## src/rtl/vld_rdy_gather_buf.sv

```systemverilog
// Ping-pong gather buffer: packs DATA_WIDTH words into NUM_WORDS-wide beats, closed when full or by slave_last.
// Optional idle auto-close of partial beats is enabled with `define VLD_RDY_GATHER_TIMEOUT_EN.
module vld_rdy_gather_buf #(
   parameter int DATA_WIDTH   = 32,
   parameter int NUM_WORDS    = 4,
   parameter int CNT_WIDTH    = $clog2(NUM_WORDS + 1),
   parameter int IDLE_TIMEOUT = 16
) (
   input  logic                            clk,
   input  logic                            rst,
   input  logic                            slave_valid,
   output logic                            slave_ready,
   input  logic                            slave_last,
   input  logic [DATA_WIDTH-1:0]           data_in,
   output logic                            master_valid,
   input  logic                            master_ready,
   output logic [NUM_WORDS*DATA_WIDTH-1:0] data_out,
   output logic [CNT_WIDTH-1:0]            master_cnt,
   output logic                            master_last
);

   localparam int IDX_WIDTH = $clog2(NUM_WORDS);

   if (NUM_WORDS < 2 || IDLE_TIMEOUT < 1) begin : g_bad_params
      $error("vld_rdy_gather_buf: NUM_WORDS must be >= 2 and IDLE_TIMEOUT >= 1");
   end

   logic [DATA_WIDTH-1:0] mem [2][NUM_WORDS];
   logic [CNT_WIDTH-1:0]  cnt [2];
   logic [1:0]            closed;
   logic [1:0]            last;
   logic                  wr_bank;
   logic                  rd_bank;

   logic                  wr_en;
   logic                  rd_en;
   logic                  wr_close;
   logic                  tmo_close;
   logic [CNT_WIDTH-1:0]  wr_cnt;
   logic [IDX_WIDTH-1:0]  wr_idx;

   assign wr_cnt       = cnt[wr_bank];
   assign wr_idx       = wr_cnt[IDX_WIDTH-1:0];
   assign slave_ready  = ~closed[wr_bank];
   assign master_valid = closed[rd_bank];
   assign wr_en        = slave_valid & slave_ready;
   assign rd_en        = master_valid & master_ready;
   assign wr_close     = wr_en & ((wr_cnt == CNT_WIDTH'(NUM_WORDS - 1)) | slave_last);

`ifdef VLD_RDY_GATHER_TIMEOUT_EN
   localparam int TMR_WIDTH = $clog2(IDLE_TIMEOUT + 1);
   logic [TMR_WIDTH-1:0] idle_tmr;

   // Close fires on the edge where the timer would reach IDLE_TIMEOUT.
   assign tmo_close = ~wr_en & (wr_cnt != '0) & ~closed[wr_bank] &
                      (idle_tmr == TMR_WIDTH'(IDLE_TIMEOUT - 1));

   always_ff @(posedge clk or posedge rst) begin
      if (rst) begin
         idle_tmr <= '0;
      end else if (wr_en || (wr_cnt == '0) || tmo_close) begin
         idle_tmr <= '0;
      end else if (!closed[wr_bank]) begin
         idle_tmr <= idle_tmr + 1'b1;
      end
   end
`else
   assign tmo_close = 1'b0;
`endif

   // Word storage carries no reset; stale contents are masked on the output.
   always_ff @(posedge clk) begin
      if (wr_en) begin
         mem[wr_bank][wr_idx] <= data_in;
      end
   end

   // Fill and drain always target different banks, so both may update in one cycle.
   always_ff @(posedge clk or posedge rst) begin
      if (rst) begin
         for (int b = 0; b < 2; b++) begin
            cnt[b] <= '0;
         end
         closed  <= '0;
         last    <= '0;
         wr_bank <= 1'b0;
         rd_bank <= 1'b0;
      end else begin
         for (int b = 0; b < 2; b++) begin
            if (rd_en && rd_bank == 1'(b)) begin
               cnt[b]    <= '0;
               closed[b] <= 1'b0;
               last[b]   <= 1'b0;
            end else if (wr_en && wr_bank == 1'(b)) begin
               cnt[b] <= cnt[b] + 1'b1;
               if (wr_close) begin
                  closed[b] <= 1'b1;
                  last[b]   <= slave_last;
               end
            end else if (tmo_close && wr_bank == 1'(b)) begin
               closed[b] <= 1'b1;
               last[b]   <= 1'b0;
            end
         end
         if (wr_close || tmo_close) begin
            wr_bank <= ~wr_bank;
         end
         if (rd_en) begin
            rd_bank <= ~rd_bank;
         end
      end
   end

   always_comb begin
      master_cnt  = '0;
      master_last = 1'b0;
      data_out    = '0;
      if (master_valid) begin
         master_cnt  = cnt[rd_bank];
         master_last = last[rd_bank];
         for (int i = 0; i < NUM_WORDS; i++) begin
            if (CNT_WIDTH'(i) < cnt[rd_bank]) begin
               data_out[i*DATA_WIDTH +: DATA_WIDTH] = mem[rd_bank][i];
            end
         end
      end
   end

endmodule

```

## config.mk

```make
export PLATFORM = sky130hd
export DESIGN_NAME = vld_rdy_gather_buf
export DESIGN_NICKNAME = d
export VERILOG_FILES = /design/src/rtl/vld_rdy_gather_buf.sv
export SDC_FILE = /design/constraint.sdc
export NUM_CORES = 1
export LEC_CHECK = 0
export BUFFER_PORTS_ARGS = -buffer_cell sky130_fd_sc_hd__buf_2
export CAP_MARGIN = 0
export CORE_ASPECT_RATIO = 0.9
export CORE_MARGIN = 5
export CORE_UTILIZATION = 50
export CTS_BUF_LIST = sky130_fd_sc_hd__clkbuf_8 sky130_fd_sc_hd__clkbuf_16
export CTS_CLUSTER_DIAMETER = 80
export DETAILED_ROUTE_END_ITERATION = 12
export PLACE_DENSITY = 0.75
export REMOVE_ABC_BUFFERS = 1
export SLEW_MARGIN = 20
export SYNTH_ARGS = -nofsm -noshare
export SYNTH_HDL_FRONTEND = slang
export SYNTH_SLANG_ARGS = --single-unit
export TNS_END_PERCENT = 30
```

## constraint.sdc

```tcl
create_clock -name clk -period 3.6 [get_ports clk]
set_clock_uncertainty 0.05 [all_clocks]
set_input_delay 0.18 -clock clk [delete_from_list [all_inputs] [get_ports clk]]
set_output_delay 0.18 -clock clk [all_outputs]
set_load 0.01 [all_outputs]
```

* After elaboration in Yosys (flattened, before gate mapping) *
Memory sizes are Yosys's and may differ from the RTL's.
Index checks and enable logic that the tools add are counted.

storage, ports and cells
  word-level logic and storage cells = 80
  register bits after elaboration = 12
  input bits = 37
  output and inout bits = 134
  memory bits (writable) = 256
  memories = 1

memories
  memory  words  width  read ports  clocked after memory_dff  write ports  RTL line  source
  mem     2      128    1           0                         1            28        logic [DATA_WIDTH-1:0] mem [2][NUM_WORDS];

operators by class
  order comparisons = 10
  equality and inequality tests = 1
  add/sub/neg operators = 2
  multiplexer cells = 37
  reductions and logical operators = 11
  bitwise logic cells = 10

operator list
  operator               number
  $mux W128              2
  $mux W32               5
  $demux W32 S2          1
  $mux W3                11
  $mux W1                18
  $reduce_bool A2 Y1     4
  $add A3 B1 Y3 const B  2
  $lt A1 B3 Y1 const A   2
  $lt A2 B3 Y1 const A   2
  $logic_and A1 B1 Y1    5
  $ge A2 B2 Y1 const B   2
  $lt A1 B2 Y1 const B   2
  $not A1 Y2             2
  $reduce_and A2 Y1      2
  $and A1 B1 Y1          3
  $eq A3 B2 Y1 const B   1
  $ge A3 B3 Y1 const B   1
  $lt A3 B1 Y1 const B   1
  $not A1 Y1             3
  $not A2 Y3             1
  $or A1 B1 Y1           1

* Logic depth before layout (Yosys ltp) *
Gate-level depths: netlist (run 1).

  depth after elaboration = 10
  depth in mapped cells = 6
  mapped depth without buffers = 4

* Least setup slack after synthesis (run 1) *
Ideal clock, no wire load.

  path type = reg2reg
  from = register wr_bank
  to = memory mem[0][100] in the netlist's numbering, enable pin
  library setup time = 0.468 ns
  period minus slack after synthesis = 3.833 ns
  data required time = 3.082 ns
  cell stages (with the launch flop) = 4
  data arrival time = 3.315 ns
  path slack = -0.233 ns
  path buffers = 1
  path through = dfrtp_1 -> buf_2 -> nor3b_2 -> nor3b_1

on the way
  cells in the longest elaborated chain, start to end = 10

RTL lines
  item                                                                RTL line  source
  start, declared                                                     32        logic wr_bank;
  start signal, assigned                                              106       wr_bank <= ~wr_bank;
  $not A1 Y2 (not written as such)                                    42        assign wr_cnt = cnt[wr_bank];
  $mux W3 (not written as such) (3 in series)                         42
  $not A2 Y3 (not written as such)                                    74        mem[wr_bank][wr_idx] <= data_in;
  $ge A3 B3 Y1 (not written as such) or $lt A3 B1 Y1 (tied branches)  74
  $logic_and A1 B1 Y1 (not written as such)                           74
  $mux W32 (not written as such)                                      74
  $demux W32 S2                                                       74
  $mux W128 (not written as such)                                     74
  end, declared                                                       28

Parallel ways exist; a longest one is shown, timed or not. The select of a mux whose other input is x is not followed.

* Worst setup path after layout (run 1) *
  from = register rd_bank
  to = output port data_out[63]

on the way
  cells in the longest elaborated chain, start to end = 7

RTL lines
  item                                         RTL line  source
  start, declared                              33        logic rd_bank;
  start signal, assigned                       109       rd_bank <= ~rd_bank;
  $not A1 Y2 (not written as such)             122       if (CNT_WIDTH'(i) < cnt[rd_bank]) begin
  $mux W3 (not written as such) (3 in series)  122
  $lt A1 B3 Y1                                 122
  $mux W32                                     122
  $mux W128 *                                  118       if (master_valid) begin
  end, declared                                17        output logic [NUM_WORDS*DATA_WIDTH-1:0] data_out,

Every way passes the cells marked *; elsewhere a longest branch is shown, timed or not. The select of a mux whose other input is x is not followed.

==> impl_results.md, run 1 <==
- Core ar.: 21000 sq um
- Total chip power: 9.73 mW
- Largest stage delay on the critical path: 0.70 ns
- Most common cell after layout, fill and taps aside: edfxtp_1
- CP arrival: 2.87 ns
- CTS H-Tree Depth: 1
- Post-synthesis sequential area ratio: 74.5%
- Post-synthesis instance area: 10700 sq um
- Die outline width: 164 microns
- Total via count in the routed design: 6359
- Number of endpoints with negative hold slack in the final report: 0
- Total of buffers placed on input and output ports: 170
- Hold slack final: 0.209 ns
- Leading cell types in the layout, fill and taps excluded: edfxtp_1, buf_2, mux2i_1, a21oi_1, nor2_1
- Mean post-synth cell area: 16.6 sq um
- Total negative slack for setup checks: 0 ns
- Fillers: 1536
- Final RePlAce weighted congestion: 0.736
- Setup repair after global routing missed its margin: false
- Most common cell on crit path: buf_4
- Number of antenna violations at the first check in global routing: 0
- CP Cell Sequence: buf_4, buf_4, mux2i_1, a21oi_1, buf_2
- Detailed-routing iteration count for the pre-antenna-repair pass: 5
- Die ar.: 24500 sq um
- Worst setup slack before clock tree synthesis: 1.09 ns
- Critical-path maximum fanout: 45
- Total of flip-flops plus latches after synthesis: 268
- PwrDens: 739 nW/um^2
- Leakage: 5.26 nW
- Actual transition at the worst max-transition pin: 1.05 ns
- Effective utilization at floorplan: 51.2%
- Required arrival time at the worst endpoint: 3.37 ns
- Maxcap violations: 0
- PnR worst setup slack: 0.497 ns
- Clock insertion delay at the later pin of the skew report: 0.53 ns
- Run status: finished clean
- Placed instance count: 1067
- Share of layout cells above drive strength 1: 28.5%
- First-pass GRT wire length: 37400 microns
- Wire length after detailed routing: 24700 microns
- Clock tree from TritonCTS: done
- Post-route minimum period: 3.10 ns
- Cell types with the largest area share after synthesis: edfxtp_1, mux2i_1, dfrtp_1
- CTS Buf Count: 28
- Combined flip-flop and latch cell area: 7990 sq um
- Crit path buf inv count: 3
- Cell taking the most area after synthesis: edfxtp_1
- Num ports: 171
- Worst setup path class: reg -> out
- Worst reg2reg path depth: 2
- Number of distinct library cells after synthesis: 33
- Async set-or-reset flop fraction in the synthesized netlist: 4.48%
- Crit Reg-Reg Startpoint: wr_bank
- Nets@finish: 887
- N_diodes: 0
- Max-slew violation total from the final report: 0
- Grt total ovfl: 0
- Cell type group with the largest total delay on the critical path: buffers and inverters
- Total Routing Usage GR: 19.6%
- Worst-case vdd ir drop: 0.000404 V
- CTS Buffer Depth: 3
- Cells resized by post-CTS repair: 0
- Floorplan row count: 50
- Layout-stage area growth over the synthesis result: 22.9%
- Maximum number of pins on one net before global-route repair: 59
- Top_reg_cell synth: edfxtp_1
- Critical Path Source Type: flop
- Worst rel slew slack: 29.7%
- Class of the tightest hold or removal check: in -> async
- Cell at the root of the clock tree: clkbuf_16
- Synthesized instance count: 644
- Cell with the largest stage delay on the worst path: buf_4
- Post-route insts no fill: 1155
- Critical R2R Capture: mem[0][24]
- DRT iter0 DRCs: 462
- Maximum clock frequency: 0.322 GHz
- Area fraction of the dominant cell type after synthesis: 71.7%
- Minimum setup slack among reg-to-reg paths: 1.25 ns
- DR WL/cell: 21.4 microns
- Via-to-Cell Ratio: 5.51
- Number of sinks handled by clock tree synthesis: 268
- Area of combinational cells with multiple inputs: 2500 sq um
- Register clock-pin slew on the reported worst setup and hold paths: 0.06 ns
- Yosys warnings: 0
- Number of design rule violations left after detail routing: 0
- Period utilization: 86.2%
- Number of global-route vias before repair: 6465
- Element type at the critical path end: primary output
- Count of flip-flops with a built-in enable after synthesis: 256
- Die height: 149 microns
- Residual antenna-violating net count after detailed routing: 0
- Final-report setup violation count: 0
- Final HPWL DP: 14900 microns
logic make-up after synthesis:
kind of cell	synth area share, %
AOI/OAI and AO/OA	6.65
xor gates and xnor gates	0.327
adders and majority gates	0.233
buffers and inverters	2.85
DFF	74.5
muxes	12.2
and+or+nand+nor	3.20
cells in the mapped netlist (all sizes together) (3+ instances only):
| library cell | number |
|---|---|
| nor2 | 40 |
| and3 | 3 |
| a21oi | 38 |
| dfrtp | 12 |
| and3b | 5 |
| nor3b | 4 |
| clkbuf | 7 |
| nand2 | 7 |
| a211oi | 32 |
| inv | 7 |
| a31oi | 35 |
| mux2i | 130 |
| buf | 44 |
| a21o | 3 |
| xnor2 | 3 |
| edfxtp | 256 |
how the worst max path moves through the flow:
stage	slack, ns	cells after the start	start	endpoint
after global routing	0.38	5	rd_bank	data_out[3]
after floorplan	-8.08	2	rd_bank	data_out[64]
after global placement	1.10	5	rd_bank	data_out[30]
after CTS	0.52	5	rd_bank	data_out[3]
final	0.50	5	rd_bank	data_out[63]
after detailed placement	1.09	5	rd_bank	data_out[3]
state kept, by name, summed over array words and instances, names as in the netlist:
name	flops
mem	256
rd_bank	1
last	2
closed	2
wr_bank	1
cnt	6
power by group:
part           leakage (nW)  internal [mW]  switching [mW]  total, mW
Combinational          2.33           1.20            1.91       3.11
Sequential             2.46           3.76           0.202       3.97
Clock                 0.467           1.54            1.12       2.65
Total                  5.26           6.50            3.23       9.73
worst min-delay path, cell delays in order:
cell and delay [ns]:
dlygate4sd3_1 0.53, buf_2 0.14, inv_1 0.40
final cells by class:
type                       count  share of cell area [%]
sequential                   268                    60.7
multi-input combinational    318                    19.0
timing repair buffer         225                    10.8
clock buffer                  34                    5.95
tap                          286                    2.72
clock inverter                17                   0.674
inverter                       7                   0.199
routing by layer:
layer	part of all wire, %	track usage (%)	vias up
met2	46	30.7	251
li1	-	-	2919
met3	7.2	3.45	33
met1	45	29.4	3156
met5	0	0	-
met4	1.7	3.86	0
what timing repair did:
| action | CTS | global route |
|---|---|---|
| hold buffers | 36 | 0 |
| setup buffers | 0 | 0 |
| hold endpoints to repair | 274 | 0 |
stage by stage:
stage	cell area [sq um]	utilization [%]
2_1_floorplan	10400	-
6_report	13200	62.9
4_1_cts	13100	62.7
3_5_place_dp	11900	56.8
3_3_place_gp	11900	56.7
5_1_grt	13200	62.9
Power figures use the tool's default switching activity.
==> inputs of run 2 (changes only) <==
--- a/constraint.sdc
+++ b/constraint.sdc
@@ -4,2 +4,2 @@
 set_output_delay 0.18 -clock clk [all_outputs]
-set_load 0.01 [all_outputs]
+set_load 0.1 [all_outputs]
==> run 2 against run 1 <==
Net effect:
- global-route usage shrank 0.13 points
- routed wire length shrank 0.52%
- cell count grew 0.52%
- via count grew 0.49%
- die area is the same
- final area is essentially flat
- first-iteration DRC count shrank 18%
- critical path type unchanged
==> impl_results.md, run 2 (same netlist as run 1, synthesis figures left out) <==
- Class of the tightest hold or removal check: in -> async (unchanged)
- Actual transition at the worst max-transition pin: 0.950 ns (was 1.05 ns)
- Share of layout cells above drive strength 1: 28.3% (was 28.5%)
- Hold slack final: 0.202 ns (was 0.209 ns)
- Total via count in the routed design: 6390 (was 6359)
- Cell at the root of the clock tree: clkbuf_16 (unchanged)
- Residual antenna-violating net count after detailed routing: 0 (unchanged)
- Grt total ovfl: 0 (unchanged)
- Cell with the largest stage delay on the worst path: dfrtp_1 (was buf_4)
- N_diodes: 0 (unchanged)
- Wire length after detailed routing: 24500 microns (was 24700 microns)
- Run status: finished clean (unchanged)
- Hold_buf cts: 36 (unchanged)
- Number of sinks handled by clock tree synthesis: 268 (unchanged)
- Most common cell after layout, fill and taps aside: edfxtp_1 (unchanged)
- Largest stage delay on the critical path: 0.57 ns (was 0.70 ns)
- Number of antenna violations at the first check in global routing: 0 (unchanged)
- Post-route minimum period: 3.04 ns (was 3.10 ns)
- CTS Buf Count: 28 (unchanged)
- Largest register by flop count: mem (unchanged)
- Maximum clock frequency: 0.329 GHz (was 0.322 GHz)
- Nets@finish: 892 (was 887)
- Total Routing Usage GR: 19.5% (was 19.6%)
- CTS H-Tree Depth: 1 (unchanged)
- Die height: 149 microns (unchanged)
- Setup repair bufs after CTS: 0 (unchanged)
- Period utilization: 84.4% (was 86.2%)
- Met1 routing resource usage after global routing: 28.0% (was 29.4%)
- Clock tree from TritonCTS: done (unchanged)
- Number of global-route vias before repair: 6486 (was 6465)
- Num ports: 171 (unchanged)
- Launching element of the worst setup path: cnt[0] (was rd_bank)
- Floorplan row count: 50 (unchanged)
- Final-report setup violation count: 0 (unchanged)
- Total of buffers placed on input and output ports: 170 (unchanged)
- Detailed-routing iteration count for the pre-antenna-repair pass: 5 (unchanged)
- Critical-path maximum fanout: 21 (was 45)
- Effective utilization at floorplan: 51.2% (unchanged)
- Maxcap violations: 0 (unchanged)
- DR WL/cell: 21.1 microns (was 21.4 microns)
- CP Cell Sequence: nor2_1, a21o_1, buf_4, a211oi_1, buf_2 (was buf_4, buf_4, mux2i_1, a21oi_1, buf_2)
- Minimum setup slack among reg-to-reg paths: 1.18 ns (was 1.25 ns)
- Grt peak-use layer: met2 (unchanged)
- Critical Path Source Type: flop (unchanged)
- Leading cell types in the layout, fill and taps excluded: edfxtp_1, buf_2, mux2i_1, a21oi_1, nor2_1 (unchanged)
- DRT iter0 DRCs: 378 (was 462)
- Worst rel slew slack: 36.4% (was 29.7%)
- Clock insertion delay at the later pin of the skew report: 0.52 ns (was 0.53 ns)
- End point of the critical path: data_out[74] (was data_out[63])
- Placed cell area: 11900 sq um (about the same)
- Max-slew violation total from the final report: 0 (unchanged)
- Number of design rule violations left after detail routing: 0 (unchanged)
- Layout-stage area growth over the synthesis result: 22.8% (was 22.9%)
- Crit Reg-Reg Startpoint: closed[1] (was wr_bank)
- Cells resized by post-CTS repair: 0 (unchanged)
- Setup repair after global routing missed its margin: false (unchanged)
- CP arrival: 2.81 ns (was 2.87 ns)
- Maximum number of pins on one net before global-route repair: 110 (was 59)
- Final RePlAce weighted congestion: 0.768 (was 0.736)
- Total negative slack for setup checks: 0 ns (unchanged)
- Die ar.: 24500 sq um (unchanged)
- Die outline width: 164 microns (unchanged)
- Met2 global-route usage: 32.0% (was 30.7%)
- Number of endpoints with negative hold slack in the final report: 0 (unchanged)
- Worst setup path class: reg -> out (unchanged)
- Required arrival time at the worst endpoint: 3.37 ns (about the same)
- Core ar.: 21000 sq um (unchanged)
- First-pass GRT wire length: 37100 microns (was 37400 microns)
- Worst reg2reg path depth: 3 (was 2)
- CTS Buffer Depth: 3 (unchanged)
- Final HPWL DP: 14900 microns (about the same)
- Worst setup slack before clock tree synthesis: 1.14 ns (was 1.09 ns)
- Critical R2R Capture: mem[1][46] (was mem[0][24])
- GR Util met3: 3.45% (unchanged)
- Final Cell Area: 13200 sq um (about the same)
- Element type at the critical path end: primary output (unchanged)
- Largest registers: mem (256), cnt (6) (unchanged)
- Max FFs per register: 256 (unchanged)
- PnR worst setup slack: 0.561 ns (was 0.497 ns)
- Register clock-pin slew on the reported worst setup and hold paths: 0.06 ns (about the same)
- Via-to-Cell Ratio: 5.50 (was 5.51)
-- run 2: through the flow --
stage | util, % | instances
after global routing | 62.8 | 1161
after CTS | 62.8 | 1161
final | 62.8 | 1161
after global placement | 57.0 | 1073
after floorplan | - | 593
after detailed placement | 57.0 | 1073
-- run 2: layout make-up --
type / instances / area (sq um)
inverters: 7 / 26.3
repair buffers: 230 / 1430
flip-flops and latches: 268 / 7990
multi-input cells: 318 / 2500
clock inverters: 23 / 131
well taps: 286 / 358
clock buffers: 29 / 726
fillers: 1514 / 7790
-- run 2: worst min-delay path by stage --
stage,from,end,slack (ns),depth (start not counted)
5_1_grt,rst,cnt[5],0.26,3
3_5_place_dp,rst,last[0],0.21,2
4_1_cts,rst,last[0],0.19,3
2_1_floorplan,rst,closed[0],-0.005,1
6_report,rst,cnt[5],0.20,3
3_3_place_gp,rst,last[0],0.20,2
-- run 2: worst max-delay path, delay by kind of cell, from the launching register on --
family / cells / cell delay (ns)
AO/OA/AOI/OAI: 2 / 0.78
buffers and inverters: 2 / 0.83
flip-flops: 1 / 0.57
AND/OR/NAND/NOR: 1 / 0.09
-- run 2: layer usage --
layer  wire length [microns]  part of all wire [%]
met1                   10800                    44
met2                   11800                    48
met3                    1600                   6.5
met4                     353                   1.4
met5                       0                     0
Power of run 2 is not shown: default switching activity piles up to over one toggle a cycle in this logic, so the estimate is an artifact.
